==> src/rtl/axi_master_engine.sv <==
// Single-outstanding AXI-style burst initiator for the 16-bit, 5-bit-address register slave.
// Accepts one local command, runs the AR/R or AW/W/B exchange, then pulses done with error status.
module axi_master_engine #(
    parameter int TIMEOUT_CYCLES = 255,
    parameter int TO_W           = 8
) (
    input  logic        clk,
    input  logic        res_n,
    input  logic        cmd_valid,
    output logic        cmd_ready,
    input  logic        cmd_write,
    input  logic [4:0]  cmd_addr,
    input  logic [3:0]  cmd_len,
    input  logic        cmd_incr,
    input  logic [15:0] wr_data_in,
    input  logic        wr_valid_in,
    output logic        wr_ready_out,
    output logic [15:0] rd_data_out,
    output logic        rd_valid_out,
    output logic        rd_last_out,
    input  logic        rd_ready_in,
    output logic        done,
    output logic        err,
    output logic        busy,
    output logic        arvalid,
    output logic [4:0]  araddr,
    output logic [3:0]  arlen,
    output logic [2:0]  arsize,
    output logic [1:0]  arburst,
    input  logic        arready,
    output logic        awvalid,
    output logic [4:0]  awaddr,
    output logic [3:0]  awlen,
    output logic [2:0]  awsize,
    output logic [1:0]  awburst,
    input  logic        awready,
    output logic        wvalid,
    output logic [15:0] wdata,
    output logic        wlast,
    input  logic        wready,
    input  logic        bvalid,
    input  logic [1:0]  bresp,
    output logic        bready,
    input  logic        rvalid,
    input  logic [15:0] rdata,
    input  logic [1:0]  rresp,
    input  logic        rlast,
    output logic        rready
);

    typedef enum logic [2:0] {
        ST_IDLE  = 3'd0,
        ST_AR    = 3'd1,
        ST_RDAT  = 3'd2,
        ST_AW    = 3'd3,
        ST_WDAT  = 3'd4,
        ST_BRESP = 3'd5
    } state_t;

    state_t          state_r;
    logic [4:0]      addr_r;
    logic [3:0]      len_r;
    logic [3:0]      cnt_r;
    logic [1:0]      burst_r;
    logic [TO_W-1:0] to_cnt_r;
    logic            arvalid_r;
    logic            awvalid_r;
    logic            done_r;
    logic            err_r;
    logic            err_acc_r;
    logic            cmd_ready_r;

    logic            last_beat_s;
    logic            to_hit_s;
    logic            r_beat_s;
    logic            w_beat_s;
    logic            r_err_s;
    logic            stall_s;
    logic            progress_s;

    assign last_beat_s = (cnt_r == 4'd0);
    assign to_hit_s    = (to_cnt_r == TO_W'(TIMEOUT_CYCLES - 1));

    // Per-cycle beat, local-stall, progress and read-beat error qualifiers
    always_comb begin
        r_beat_s   = 1'b0;
        w_beat_s   = 1'b0;
        r_err_s    = 1'b0;
        stall_s    = 1'b0;
        progress_s = 1'b0;
        case (state_r)
            ST_AR:    progress_s = arready;
            ST_AW:    progress_s = awready;
            ST_BRESP: progress_s = bvalid;
            ST_RDAT: begin
                r_beat_s   = rvalid && rd_ready_in;
                stall_s    = !rd_ready_in;
                progress_s = rvalid && rd_ready_in;
                // rlast must coincide exactly with the counter==0 beat
                r_err_s    = (rresp != 2'b00) || (rlast != last_beat_s);
            end
            ST_WDAT: begin
                w_beat_s   = wr_valid_in && wready;
                stall_s    = !wr_valid_in;
                progress_s = wr_valid_in && wready;
            end
            default: begin
                progress_s = 1'b0;
            end
        endcase
    end

    // Main FSM: command capture, channel sequencing, error accumulation and timeout
    always_ff @(posedge clk or negedge res_n) begin
        if (!res_n) begin
            state_r     <= ST_IDLE;
            addr_r      <= 5'd0;
            len_r       <= 4'd0;
            cnt_r       <= 4'd0;
            burst_r     <= 2'b00;
            to_cnt_r    <= '0;
            arvalid_r   <= 1'b0;
            awvalid_r   <= 1'b0;
            done_r      <= 1'b0;
            err_r       <= 1'b0;
            err_acc_r   <= 1'b0;
            cmd_ready_r <= 1'b0;
        end else begin
            done_r <= 1'b0;
            case (state_r)
                ST_IDLE: begin
                    cmd_ready_r <= 1'b1;
                    to_cnt_r    <= '0;
                    if (cmd_valid && cmd_ready_r) begin
                        addr_r      <= cmd_addr;
                        len_r       <= cmd_len;
                        cnt_r       <= cmd_len;
                        burst_r     <= cmd_incr ? 2'b01 : 2'b00;
                        err_acc_r   <= 1'b0;
                        cmd_ready_r <= 1'b0;
                        if (cmd_write) begin
                            awvalid_r <= 1'b1;
                            state_r   <= ST_AW;
                        end else begin
                            arvalid_r <= 1'b1;
                            state_r   <= ST_AR;
                        end
                    end
                end
                ST_AR: begin
                    if (arready) begin
                        arvalid_r <= 1'b0;
                        state_r   <= ST_RDAT;
                    end
                end
                ST_AW: begin
                    if (awready) begin
                        awvalid_r <= 1'b0;
                        state_r   <= ST_WDAT;
                    end
                end
                ST_RDAT: begin
                    if (r_beat_s) begin
                        if (last_beat_s) begin
                            err_r       <= err_acc_r | r_err_s;
                            done_r      <= 1'b1;
                            cmd_ready_r <= 1'b1;
                            state_r     <= ST_IDLE;
                        end else begin
                            cnt_r     <= cnt_r - 4'd1;
                            err_acc_r <= err_acc_r | r_err_s;
                        end
                    end
                end
                ST_WDAT: begin
                    if (w_beat_s) begin
                        if (last_beat_s) begin
                            state_r <= ST_BRESP;
                        end else begin
                            cnt_r <= cnt_r - 4'd1;
                        end
                    end
                end
                ST_BRESP: begin
                    if (bvalid) begin
                        err_r       <= err_acc_r | (bresp != 2'b00);
                        done_r      <= 1'b1;
                        cmd_ready_r <= 1'b1;
                        state_r     <= ST_IDLE;
                    end
                end
                default: begin
                    state_r <= ST_IDLE;
                end
            endcase

            // Watchdog: a stuck slave handshake aborts; local stalls only freeze the count
            if (state_r != ST_IDLE) begin
                if (progress_s) begin
                    to_cnt_r <= '0;
                end else if (stall_s) begin
                    to_cnt_r <= to_cnt_r;
                end else if (to_hit_s) begin
                    to_cnt_r    <= '0;
                    arvalid_r   <= 1'b0;
                    awvalid_r   <= 1'b0;
                    err_r       <= 1'b1;
                    done_r      <= 1'b1;
                    cmd_ready_r <= 1'b1;
                    state_r     <= ST_IDLE;
                end else begin
                    to_cnt_r <= to_cnt_r + TO_W'(1);
                end
            end
        end
    end

    assign cmd_ready    = cmd_ready_r;
    assign busy         = (state_r != ST_IDLE);
    assign done         = done_r;
    assign err          = err_r;

    assign arvalid      = arvalid_r;
    assign araddr       = addr_r;
    assign arlen        = len_r;
    assign arsize       = 3'b001;
    assign arburst      = burst_r;
    assign awvalid      = awvalid_r;
    assign awaddr       = addr_r;
    assign awlen        = len_r;
    assign awsize       = 3'b001;
    assign awburst      = burst_r;

    assign wvalid       = (state_r == ST_WDAT) && wr_valid_in;
    assign wdata        = wr_data_in;
    assign wlast        = (state_r == ST_WDAT) && last_beat_s;
    assign wr_ready_out = (state_r == ST_WDAT) && wready && wr_valid_in;
    assign bready       = (state_r == ST_BRESP);

    assign rready       = (state_r == ST_RDAT) && rd_ready_in;
    assign rd_valid_out = (state_r == ST_RDAT) && rvalid;
    assign rd_data_out  = rdata;
    assign rd_last_out  = (state_r == ST_RDAT) && rvalid && last_beat_s;

endmodule

==> config.mk <==
export PLATFORM = sky130hd
export DESIGN_NAME = axi_master_engine
export DESIGN_NICKNAME = d
export VERILOG_FILES = /design/src/rtl/axi_master_engine.sv
export SDC_FILE = /design/constraint.sdc
export NUM_CORES = 1
export LEC_CHECK = 0
export CAP_MARGIN = 20
export CORE_UTILIZATION = 39
export DETAILED_ROUTE_END_ITERATION = 16
export GPL_TIMING_DRIVEN = 0
export PLACE_DENSITY_LB_ADDON = 0.1
export SLEW_MARGIN = 20
export SYNTH_ARGS = -nofsm -noshare
export SYNTH_HDL_FRONTEND = slang
export SYNTH_SLANG_ARGS = --single-unit
==> constraint.sdc <==
create_clock -name clk -period 2 [get_ports clk]
set_clock_uncertainty 0.15 [all_clocks]
set_input_delay 0.6 -clock clk [delete_from_list [all_inputs] [get_ports clk]]
set_output_delay 0.6 -clock clk [all_outputs]
set_load 0.005 [all_outputs]
Word level (Yosys, flattened, before mapping). Index checks and enable logic that the tools add are counted.

Register bits: 32. Bits in read-only memories: 0. Memories: 0. Latch bits: 0. Word-level logic and storage cells: 128. RAM bits: 0. Bits of input ports: 58.

Multiply operators: 0. Muxes and demuxes: 75. Bitwise logic cells: 2. Div/mod/pow operators: 0. $lt $le $gt $ge: 0. Shifts and indexed selects: 0. Add/subtract/negate cells: 2. Eq/ne operators: 12. Reduce and logical (&&, ||, !) cells: 25.

Operators by type and width (count): 1-bit two-way mux (43); 8-bit two-way mux (5); 3-bit two-way mux (12); 3-bit case mux with 6 select lines (1); 4-bit two-way mux (4); 1-bit case mux with 2 select lines (6); 4-bit case mux with 3 select lines (1); 1-bit logical AND (10); 8-bit by 1-bit adder with 8-bit output (second input constant) (1); 8-bit equality test (second input constant) (1); 2-bit != test (second input constant) (4); 4-bit AND reduction (2); 2-bit nonzero test (4); 3-bit by 2-bit equality test with 1-bit output (second input constant) (2); 3-bit equality test (second input constant) (2); 3-bit nonzero test (2); 1-bit case mux with 5 select lines (1); 4-bit zero test (1); 2-bit AND reduction (2); 4-bit by 1-bit subtractor with 4-bit output (second input constant) (1); 3-bit by 1-bit equality test with 1-bit output (second input constant) (1); 3-bit zero test (1); 3-bit by 2-bit != test with 1-bit output (second input constant) (1); 1-bit case mux with 3 select lines (1); other kinds (5) (7).

Logic depth before layout (Yosys ltp). Gate-level depths: netlist (run 1).

Depth in word-level cells: 12. Depth in mapped cells: 7. Depth with buffers taken out: 7.

Worst setup path before layout (run 1). Ideal clock, no wire load.

Kind: register to output. Start point: register cnt_r[0]. End point: output port wlast. Arrival: 1.162 ns. Stages on the path, launching flop included: 5. Setup slack: 0.088 ns. Path through: dfrtp_1 -> inv_1 -> ha_1 -> nor3b_4 -> nor3b_2.

Cells in the longest elaborated chain, start to end: 2.

RTL lines: start, declared (line 63) `logic [3:0] cnt_r;`; start signal, assigned (line 137) `cnt_r <= cmd_len;`; start signal, assigned (line 170) `cnt_r <= cnt_r - 4'd1;`; start signal, assigned (line 180) `cnt_r <= cnt_r - 4'd1;`; 4-bit zero test (line 81) `assign last_beat_s = (cnt_r == 4'd0);`; 1-bit logical AND (line 236) `assign wlast = (state_r == ST_WDAT) && last_beat_s;`; end, declared (line 39) `output logic wlast,`.

No other way between the ends.

Worst setup path after layout (run 1).
Start point: register cnt_r[0]. End point: output port rd_last_out.

Cells in the longest elaborated chain, start to end: 2.

RTL lines: 4-bit zero test (line 81); 1-bit logical AND (line 243) `assign rd_last_out = (state_r == ST_RDAT) && rvalid && last_beat_s;`; end, declared (line 20) `output logic rd_last_out,`.

No other way between the ends.

==> results of run 1 <==
==> cell type report <==
cell class / count / area (um^2) / share of cell area, %
sequential: 31 / 776 / 20.5
clock inverter: 1 / 5.00 / 0.132
tap: 72 / 90.1 / 2.38
multi-input combinational: 152 / 1210 / 31.9
clock buffer: 7 / 76.3 / 2.02
buffer: 57 / 450 / 11.9
inverter: 8 / 30.0 / 0.793
timing repair buffer: 121 / 1150 / 30.4
==> flip-flops by register name, indices dropped and copies added (netlist names) <==
register	count
to_cnt_r	8
araddr	5
arlen	4
cnt_r	4
state_r	3
arburst	1
arvalid	1
awvalid	1
cmd_ready	1
done	1
err	1
err_acc_r	1
==> timing repair <==
action	in CTS	in global routing
gates resized for setup	76	31
setup endpoints to repair	42	24
hold buffers	0	0
buffers inserted	22	8
pin swaps	10	8
==> through the flow <==
| stage | TNS, ns | hold WS, ns | setup WS [ns] |
|---|---|---|---|
| after floorplan | 0 | 0.154 | 0.0876 |
| after global placement | -31.28 | 0.355 | -0.821 |
| after detailed placement | -14.22 | 0.359 | -0.774 |
| after CTS | -0.827 | 0.0831 | -0.220 |
| after global routing | -2.05 | 0.0912 | -0.328 |
| final | -1.05 | 0.0679 | -0.265 |
==> power groups by stage <==
stage          logic, mW  clock network [mW]  registers, mW
2_1_floorplan       1.44                   0           1.05
3_3_place_gp        2.34                   0           1.06
3_5_place_dp        2.38                   0           1.07
4_1_cts             2.78               0.492           1.06
5_1_grt             3.32               0.522           1.09
6_report            3.09               0.487           1.06
==> routing by layer <==
metal | GRT usage [%] | vias to the layer above
li1 | - | 1068
met1 | 21.2 | 1076
met2 | 37.0 | 77
met3 | 5.23 | 7
met4 | 7.04 | 0
met5 | 0 | -
==> worst min-delay path by stage <==
stage	start	end	slack, ns	cells after the start
global placement	err	err	0.36	2
CTS	res_n	araddr[1]	0.08	1
global route	res_n	araddr[2]	0.09	1
floorplan	res_n	araddr[0]	0.15	0
detailed placement	err	err	0.36	2
finish	res_n	araddr[2]	0.07	1
==> placed cells by master (no fill, tap or decap), types with 4 or more instances in the layout <==
master           instances
clkbuf_8                 5
dlygate4sd2_1           15
buf_4                   73
conb_1                   8
nand3_1                  7
nor2_1                  14
o21ai_0                  7
a21oi_1                  5
buf_2                    5
nand2_1                 17
a21oi_2                  4
inv_1                    5
mux2_2                   9
nor3_1                   6
clkdlybuf4s50_1         64
buf_6                   17
dfrtp_1                 31
nor2b_1                  4
a31oi_1                  4
==> cell families after synthesis <==
family	Yosys count
other cells	2
xor+xnor	1
mux	10
flops	31
simple gates	84
buf+inv	66
fa+ha+maj	3
compound gates	46
==> synthesized netlist by cell type (all sizes together) (3+ instances only) <==
library cell  number  area (um^2)
and3               3         18.8
nand3              7         35.0
and2               3         18.8
nand2             19         71.3
nor4               3         25.0
nor3b              6         66.3
a221oi             4         58.8
dfrtp             31          776
a31oi              4         25.0
ha                 3         37.5
buf               58          444
nor3              10         55.1
o21ai              9         48.8
nor2              16         70.1
a22oi              3         22.5
a21oi             11         58.8
mux2               9          101
nor2b              5         31.3
inv                8         30.0
==> summary.md, run 1 <==
| Metric | Value |
|---|---|
| Net count reported at finish | `between 400 and 500` |
| Internal Pwr Total | `between 2 and 3 mW` |
| Final setup violation count | `8` |
| DPL Wire Length | `approximately 4.3 mm` |
| Worst reg2reg path depth | `10` |
| Failing checks | `negative setup slack` |
| Via count | `2228` |
| Post-Synth Adder-Cell Area | `around 1.7%` |
| Final Util | `68.3%` |
| Seq/Total Area, Yosys | `between 30% and 40%` |
| Flop-to-flop setup slack | `0 ns` |
| TritonCTS Buffers | `5` |
| Slack of the critical path | `-0.265 ns` |
| Post-synth EDFFs | `0` |
| Switching power total | `roughly 1.7 mW` |
| Post-synthesis mux area share | `under 10%` |
| Full die area | `roughly 6100 um^2` |
| Critical Path Start | `cnt_r[0]` |
| CTS tree | `done` |
| Share of power burned in registers | `a little under a quarter` |
| Outcome | `finished with violations` |
| Logic pwr share | `66.7%` |
| Largest family of logic cells by synthesized area | `simple AND/OR/NAND/NOR gates` |
| Ys Warns | `0` |
| Hold Fails Final Rpt | `0` |
| Fmax | `442 MHz` |
| Crit path top cell by count | `buf_6` |
| Drt pass-1 iters | `4` |
| Port buffer count | `90` |
| Layout area overhead | `67.3%` |
| Placed Area | `between 3000 and 4000 um^2` |
| Clock Path Buffers | `2` |
| Clock sink count | `31` |
| Min-delay worst type | `in -> async` |
| Via density | `approximately 5` |
| Worst-path maximum fanout | `2` |
| First-pass GRT wire length | `between 9 and 10 mm` |
| Placer Congestion | `about 0.8` |
| Syn Std Cell Area | `2260 um^2` |
| Avg Synthesized Cell Area | `9.31 um^2` |
| Core Region | `roughly 5500 um^2` |
| Max capacitance violation total | `0` |
| Final wirelength | `~6.2 mm` |
| Dpl cells | `around 400` |
| DRC violations left | `0` |
| Family with the most delay on the worst path | `flip-flops` |
| FFs w/ async S/R, synth | `100%` |
| Max Transition Viols Final | `0` |
| Critical Path Max Stage Delay | `approximately 0.4 ns` |
| Die H | `about 80 um` |
| Total grt overflow | `0` |
| Worst Path Required | `about 1.3 ns` |
| DR iter-0 viols | `roughly 100` |
| Synth cell types | `58` |
| Final min period | `roughly 2.3 ns` |
| Worst setup path class | `reg -> out` |
| Row cnt | `27` |
| Setup crit end kind | `output port` |
| Critical path depth | `6` |
| Simple-Gate Fraction of Synth Area | `between 20% and 30%` |
| Reg-to-reg startpoint | `cnt_r[0]` |
| Non-Filler Instances | `between 400 and 500` |
| Clock Pin Slew Worst Setup and Hold Paths | `approximately 0.070 ns` |
| Routed len/inst | `around 14 um` |
| Gate Count Post-Synth | `~240` |
| Peak supply drop | `0.725 mV` |
| Final period util | `113%` |
| Largest net degree at the start of global routing | `20` |
| Met1 WL | `between 2 and 2.5 mm` |
| Startpoint Class | `flop` |
| Capturing point of the worst reg2reg path | `err_acc_r` |
| Global Route Usage Sum | `19.8%` |
| Xor/xnor cell area share of the yosys netlist | `less than 1%` |
| Worst Setup EP | `rd_last_out` |
| Antenna-violating nets left | `0` |
| Switching share of power | `37.7%` |
| Power Total | `4.63 mW` |
| Number of diodes | `0` |
| Initial antenna violation count | `0` |
| Layout cells sized above 1 | `about two fifths` |
| H-tree lvl count | `2` |
| RSZ-0062 raised after global routing | `yes` |
| Io pins | `~130` |
| Buf/Inv on CP | `3` |
| PwrDens | `roughly 1200 nW/um^2` |
| Root Driver | `clkbuf_8` |
| FILL cells | `468` |
| Wire length on met2 | `between 3 and 4 mm` |
| Critical Path, Cell by Cell | `inv_2 -> ha_4 -> nor3b_4 -> buf_6 -> and3_4 -> buf_6` |
| Ys flop type | `dfrtp_1` |
| Synth Area in Compound Gates | `15.7%` |
| Worst skew pair latency | `roughly 0.29 ns` |
| Vias in the first global route | `around 2.1k` |
| Top routing layer used | `met4` |
| Leak pwr | `about 1.7 nW` |
| Cell area after layout | `around 3800 um^2` |
| Clock power share | `between 10% and 20%` |
| Arrival time worst endpoint | `around 1.5 ns` |
| Met3 WL | `about 400 um` |
| #FFs+latches synth | `31` |
| Die width | `78.2 um` |
| Initial core utilization | `40.8%` |
| Critical path's slowest cell | `dfrtp_1` |
Note: power is estimated with default switching activity, not from simulation.
==> inputs of run 2 (changes only) <==
--- a/config.mk
+++ b/config.mk
@@ -9,7 +9,7 @@
 export CORE_UTILIZATION = 39
 export DETAILED_ROUTE_END_ITERATION = 16
 export GPL_TIMING_DRIVEN = 0
-export PLACE_DENSITY_LB_ADDON = 0.1
+export PLACE_DENSITY = 0.82
 export SLEW_MARGIN = 20
 export SYNTH_ARGS = -nofsm -noshare
 export SYNTH_HDL_FRONTEND = slang
==> run 2 against run 1 <==
Effect of this change:
- the run still ends with negative setup slack left
- final area grew 2.4%
- total power grew 8.5%
- hold slack gained 0.14 ns
- critical path depth shrank 1
- wire length grew 20%
- flip-flop and latch count is the same
- cell count grew 2.0%
- combinational power grew 6%
==> summary.md, run 2 (same netlist as run 1, synthesis figures left out) <==
| Metric | Value |
|---|---|
| Outcome | `finished with violations (unchanged)` |
| Failing checks | `negative setup slack (unchanged)` |
| Via count | `2381 (was 2228)` |
| Layout area overhead | `71.4% (was 67.3%)` |
| Antenna-violating nets left | `0 (unchanged)` |
| Io pins | `131 (unchanged)` |
| Placer Congestion | `0.853 (was 0.822)` |
| Global Route Usage Sum | `20.6% (was 19.8%)` |
| Drt pass-1 iters | `5 (was 4)` |
| Least-Margin Pin Slew | `about 0.73 ns` |
| Min-delay worst type | `in -> async (unchanged)` |
| First-pass GRT wire length | `9.94 mm (was 9.56 mm)` |
| Die width | `78.2 um (unchanged)` |
| Number of diodes | `0 (unchanged)` |
| Clock sink count | `31 (unchanged)` |
| Row cnt | `27 (unchanged)` |
| Net count reported at finish | `446 (was 437)` |
| Core Region | `5540 um^2 (unchanged)` |
| Reg-to-reg startpoint | `cnt_r[0] (unchanged)` |
| H-tree lvl count | `2 (unchanged)` |
| Root Driver | `clkbuf_8 (unchanged)` |
| Most frequent cells in the layout | `buf_4, clkdlybuf4s50_1, dfrtp_1 (unchanged)` |
| Worst setup path class | `reg -> out (unchanged)` |
| Via density | `5.20 (was 4.96)` |
| Initial core utilization | `40.8% (unchanged)` |
| Max capacitance violation total | `0 (unchanged)` |
| Critical path's slowest cell | `dfrtp_1 (unchanged)` |
| Slack of the critical path | `-0.289 ns (was -0.265 ns)` |
| FILL cells | `387 (was 468)` |
| Arrival time worst endpoint | `1.54 ns (was 1.51 ns)` |
| Peak supply drop | `0.774 mV (was 0.725 mV)` |
| DRC violations left | `0 (unchanged)` |
| Flop-to-flop setup slack | `-0.04 ns (was 0 ns)` |
| Leak pwr | `1.78 nW (was 1.70 nW)` |
| Vias in the first global route | `2148 (was 2135)` |
| Die H | `78.2 um (unchanged)` |
| Layout cells sized above 1 | `42.7% (was 40.1%)` |
| Clock Path Buffers | `2 (unchanged)` |
| TNS Setup | `-1.47 ns (was -1.05 ns)` |
| Worst Path Required | `1.25 ns (about the same)` |
| Commonest non-fill, non-tap cell in the layout | `buf_4 (unchanged)` |
| Final period util | `114% (was 113%)` |
| Placement Setup Slack | `-0.812 ns (was -0.774 ns)` |
| Final min period | `2.29 ns (was 2.26 ns)` |
| Startpoint Class | `flop (unchanged)` |
| Slew headroom | `51.5%` |
| Hold Fails Final Rpt | `0 (unchanged)` |
| DPL Wire Length | `4.35 mm (was 4.29 mm)` |
| Final wirelength | `7.49 mm (was 6.24 mm)` |
| Critical Path, Cell by Cell | `inv_2 -> ha_4 -> nor3b_4 -> nor3b_2 -> buf_2 (was inv_2 -> ha_4 -> nor3b_4 -> buf_6 -> and3_4 -> buf_6)` |
| Capturing point of the worst reg2reg path | `cnt_r[0] (was err_acc_r)` |
| Final setup violation count | `12 (was 8)` |
| Max Transition Viols Final | `0 (unchanged)` |
| Worst skew pair latency | `0.29 ns (about the same)` |
| Port buffer count | `90 (unchanged)` |
| Routed len/inst | `16.3 um (was 13.9 um)` |
| Largest net degree at the start of global routing | `32 (was 20)` |
| CTS tree | `done (unchanged)` |
| Worst reg2reg path depth | `9 (was 10)` |
| Full die area | `6110 um^2 (unchanged)` |
| TritonCTS Buffers | `5 (unchanged)` |
| DR iter-0 viols | `134 (was 103)` |
| Critical Path Max Stage Delay | `0.39 ns (was 0.40 ns)` |
| Fmax | `437 MHz (was 442 MHz)` |
| RSZ-0062 raised after global routing | `yes (unchanged)` |
| Max reg flops | `8 (unchanged)` |
| Total grt overflow | `0 (unchanged)` |
| PwrDens | `1300 nW/um^2 (was 1220 nW/um^2)` |
| Worst-path maximum fanout | `3 (was 2)` |
| Initial antenna violation count | `0 (unchanged)` |
| Setup crit end kind | `output port (unchanged)` |
| Clock Pin Slew Worst Setup and Hold Paths | `0.08 ns (was 0.07 ns)` |
| Largest register by flop count | `to_cnt_r (unchanged)` |
-- run 2: how the worst max path moves through the flow --
stage	from	to	slack, ns
after global routing	cnt_r[0]	rd_last_out	-0.34
after floorplan	cnt_r[0]	wlast	0.09
final	cnt_r[0]	wlast	-0.29
after global placement	wr_valid_in	wvalid	-0.87
after detailed placement	wr_valid_in	wvalid	-0.81
after CTS	cnt_r[0]	rd_last_out	-0.24
-- run 2: final cells by class --
cell class	instances	area, um^2	share of cell area (%)
buffer	57	454	11.7
clock buffer	6	82.6	2.13
clock inverter	2	35.0	0.904
inverter	8	30.0	0.774
multi-input combinational	152	1230	31.6
sequential	31	776	20.0
tap	72	90.1	2.32
timing repair buffer	130	1180	30.5
-- run 2: what timing repair did --
action,CTS,global route
hold buffers,0,0
gates cloned,0,1
pin swaps,9,14
gates resized for setup,72,41
setup buffers,23,16
endpoints found under the setup margin,42,31
-- run 2: critical path: cells and delay by family, from the launching register on --
family | cells | cell delay (ns)
and+or+nand+nor | 2 | 0.46
DFF | 1 | 0.39
buffers and inverters | 2 | 0.25
adders and majority gates | 1 | 0.15
-- run 2: power by group --
part           leakage [nW]  switching [mW]  internal [mW]
combinational          1.33            1.42           1.86
sequential            0.388           0.213          0.869
clock                0.0612           0.262          0.403
-- run 2: layer usage --
metal | GRT usage (%) | vias up | part of all wire, %
met4 | 3.52 | 0 | 2.5
li1 | - | 1080 | -
met1 | 23.8 | 1154 | 39
met3 | 5.70 | 19 | 6.2
met2 | 38.1 | 128 | 52
met5 | 0 | - | 0
-- run 2: per-stage QoR --
step | cells | hold WS, ns | utilization, % | instance area, um^2 | total power, mW
detailed placement | 411 | 0.349 | 59.0 | 3270 | 3.45
floorplan | 249 | 0.154 | - | 2280 | 2.49
finish | 458 | 0.207 | 70.0 | 3880 | 5.03
global route | 458 | 0.256 | 70.0 | 3880 | 5.28
global placement | 411 | 0.350 | 59.1 | 3280 | 3.39
CTS | 442 | 0.229 | 64.9 | 3600 | 4.44
==> inputs of run 3 (changes only) <==
--- a/config.mk
+++ b/config.mk
@@ -6,6 +6,7 @@
 export NUM_CORES = 1
 export LEC_CHECK = 0
 export CAP_MARGIN = 20
+export CORE_ASPECT_RATIO = 0.75
 export CORE_UTILIZATION = 39
 export DETAILED_ROUTE_END_ITERATION = 16
 export GPL_TIMING_DRIVEN = 0
==> run 3 against run 2 <==
Effect of this change:
- the run still ends with negative setup slack left
- final area is 2.9% higher
- highest routed layer unchanged
- register-to-register slack better by 0.03 ns
- hold slack worse by 0.10 ns
- sequential share of layout area is 0.57 points lower
- clock power is 26% lower
- clock-buffer cell count is 1 higher
==> summary.md, run 3 (same netlist as run 1, synthesis figures left out) <==
| Metric | Value |
|---|---|
| Full die area | `6110 um^2 (about the same)` |
| Antenna-violating nets left | `0 (unchanged)` |
| Port buffer count | `90 (unchanged)` |
| Reg-to-reg startpoint | `state_r[2] (was cnt_r[0])` |
| Non-Filler Instances | `471 (was 458)` |
| PwrDens | `1250 nW/um^2 (was 1300 nW/um^2)` |
| Worst setup path class | `reg -> out (unchanged)` |
| Max Transition Viols Final | `0 (unchanged)` |
| Die H | `68.0 um (was 78.2 um)` |
| Max reg flops | `8 (unchanged)` |
| Slack of the critical path | `-0.305 ns (was -0.289 ns)` |
| Routed len/inst | `15.8 um (was 16.3 um)` |
| Critical Path Start | `cnt_r[0] (unchanged)` |
| Largest net degree at the start of global routing | `32 (unchanged)` |
| DPL Wire Length | `4.42 mm (was 4.35 mm)` |
| Worst reg2reg path depth | `9 (unchanged)` |
| Flop-to-flop setup slack | `-0.01 ns (was -0.04 ns)` |
| Family with the most delay on the worst path | `flip-flops (was simple AND/OR/NAND/NOR gates)` |
| Worst Path Required | `1.25 ns (about the same)` |
| Buf/Inv on CP | `3 (was 2)` |
| TritonCTS Buffers | `5 (unchanged)` |
| Fmax | `434 MHz (was 437 MHz)` |
| Critical path depth | `6 (was 5)` |
| Commonest non-fill, non-tap cell in the layout | `buf_4 (unchanged)` |
| Number of diodes | `0 (unchanged)` |
| Via density | `5.05 (was 5.20)` |
| Layout cells sized above 1 | `44.2% (was 42.7%)` |
| Startpoint Class | `flop (unchanged)` |
| Global Route Usage Sum | `20.5% (was 20.6%)` |
| Net count reported at finish | `456 (was 446)` |
| Final period util | `115% (was 114%)` |
| DRC violations left | `0 (unchanged)` |
| Outcome | `finished with violations (unchanged)` |
| Setup crit end kind | `output port (unchanged)` |
| Largest register by flop count | `to_cnt_r (unchanged)` |
| Failing checks | `negative setup slack (unchanged)` |
| Row cnt | `23 (was 27)` |
| Hold Fails Final Rpt | `0 (unchanged)` |
| Total grt overflow | `0 (unchanged)` |
| RSZ-0062 raised after global routing | `yes (unchanged)` |
| Final setup violation count | `9 (was 12)` |
| Leak pwr | `1.82 nW (was 1.78 nW)` |
| Initial antenna violation count | `0 (unchanged)` |
| Io pins | `131 (unchanged)` |
| Clock Pin Slew Worst Setup and Hold Paths | `0.06 ns (was 0.08 ns)` |
| Root Driver | `clkbuf_8 (unchanged)` |
| Clock sink count | `31 (unchanged)` |
| Worst Setup EP | `rd_last_out (was wlast)` |
| H-tree lvl count | `2 (unchanged)` |
| Worst-path maximum fanout | `2 (was 3)` |
| Max capacitance violation total | `0 (unchanged)` |
| Most frequent cells in the layout | `buf_4, clkdlybuf4s50_1, dfrtp_1 (unchanged)` |
| CTS tree | `done (unchanged)` |
| Capturing point of the worst reg2reg path | `to_cnt_r[4] (was cnt_r[0])` |
| Critical Path Max Stage Delay | `0.41 ns (was 0.39 ns)` |
| Power Total | `5.00 mW (was 5.03 mW)` |
| Critical path's slowest cell | `dfrtp_1 (unchanged)` |
| Vias in the first global route | `2083 (was 2148)` |
| Peak supply drop | `0.747 mV (was 0.774 mV)` |
| Worst skew pair latency | `0.29 ns (about the same)` |
| Core Region | `5470 um^2 (was 5540 um^2)` |
| First-pass GRT wire length | `9.84 mm (was 9.94 mm)` |
| Arrival time worst endpoint | `1.56 ns (was 1.54 ns)` |
| Via count | `2377 (was 2381)` |
| Drt pass-1 iters | `4 (was 5)` |
| Critical Path, Cell by Cell | `inv_2 -> ha_4 -> nor3b_4 -> buf_6 -> and3_4 -> buf_6 (was inv_2 -> ha_4 -> nor3b_4 -> nor3b_2 -> buf_2)` |
| Min-delay worst type | `in -> async (unchanged)` |
| Final wirelength | `7.46 mm (was 7.49 mm)` |
| Placer Congestion | `0.868 (was 0.853)` |
| Crit path top cell by count | `buf_6` |
| Initial core utilization | `41.4% (was 40.8%)` |
| Dpl cells | `415 (was 411)` |
| Clock Path Buffers | `2 (unchanged)` |
| Final min period | `2.31 ns (was 2.29 ns)` |
| Die width | `89.9 um (was 78.2 um)` |
| Layout area overhead | `76.4% (was 71.4%)` |
| DR iter-0 viols | `114 (was 134)` |
==> run 3: cell count changes in the layout (fill, tap and decap cells not counted), sizes merged <==
cell,delta
clkdlybuf4s15,+1
bufinv,-1
buf,+9
dlygate4sd2,-2
clkbuf,+3
==> run 3: layer usage <==
layer | global-route usage (%) | part of all wire (%)
met2 | 35.9 | 52
met1 | 25.2 | 39
met4 | 8.06 | 2.4
met5 | 0 | 0
met3 | 4.67 | 7.2
==> run 3: per-stage QoR <==
step	TNS [ns]	setup slack (ns)	hold WS, ns	cell area [um^2]	utilization, %
detailed placement	-14.69	-0.781	0.353	3290	60.3
global route	-2.14	-0.339	0.111	3990	73.0
CTS	-0.632	-0.218	0.112	3660	67.0
finish	-1.17	-0.305	0.105	3990	73.0
global placement	-27.83	-0.766	0.348	3280	60.0
floorplan	0	0.0876	0.154	2280	-
==> run 3: report_power, final <==
part           internal, mW  switching [mW]  leakage, nW
Sequential            0.870           0.192        0.388
Clock                 0.244           0.245       0.0422
Combinational          2.00            1.44         1.39
Total                  3.12            1.88         1.82
==> run 3: how the worst min path moves through the flow <==
stage	slack, ns	end	cells after the start	from
floorplan	0.15	araddr[0]	0	res_n
global route	0.11	arlen[1]	2	res_n
detailed placement	0.35	err	2	err
global placement	0.35	err	2	err
finish	0.11	arlen[1]	2	res_n
CTS	0.11	arlen[1]	2	res_n
==> run 3: final cells by class <==
class | count | area, um^2
inverters | 8 | 30.0
multi-input cells | 152 | 1240
flip-flops and latches | 31 | 776
plain buffers | 56 | 444
fillers | 378 | 1480
well taps | 75 | 93.8
repair buffers | 141 | 1330
clock buffers | 7 | 76.3
clock inverters | 1 | 5.00
==> run 3: what timing repair did <==
item	in CTS	in global routing
pin swaps	13	21
resized for setup	82	45
setup endpoints to repair	41	33
hold buffers	0	0
gates cloned	1	1
buffers inserted	29	23
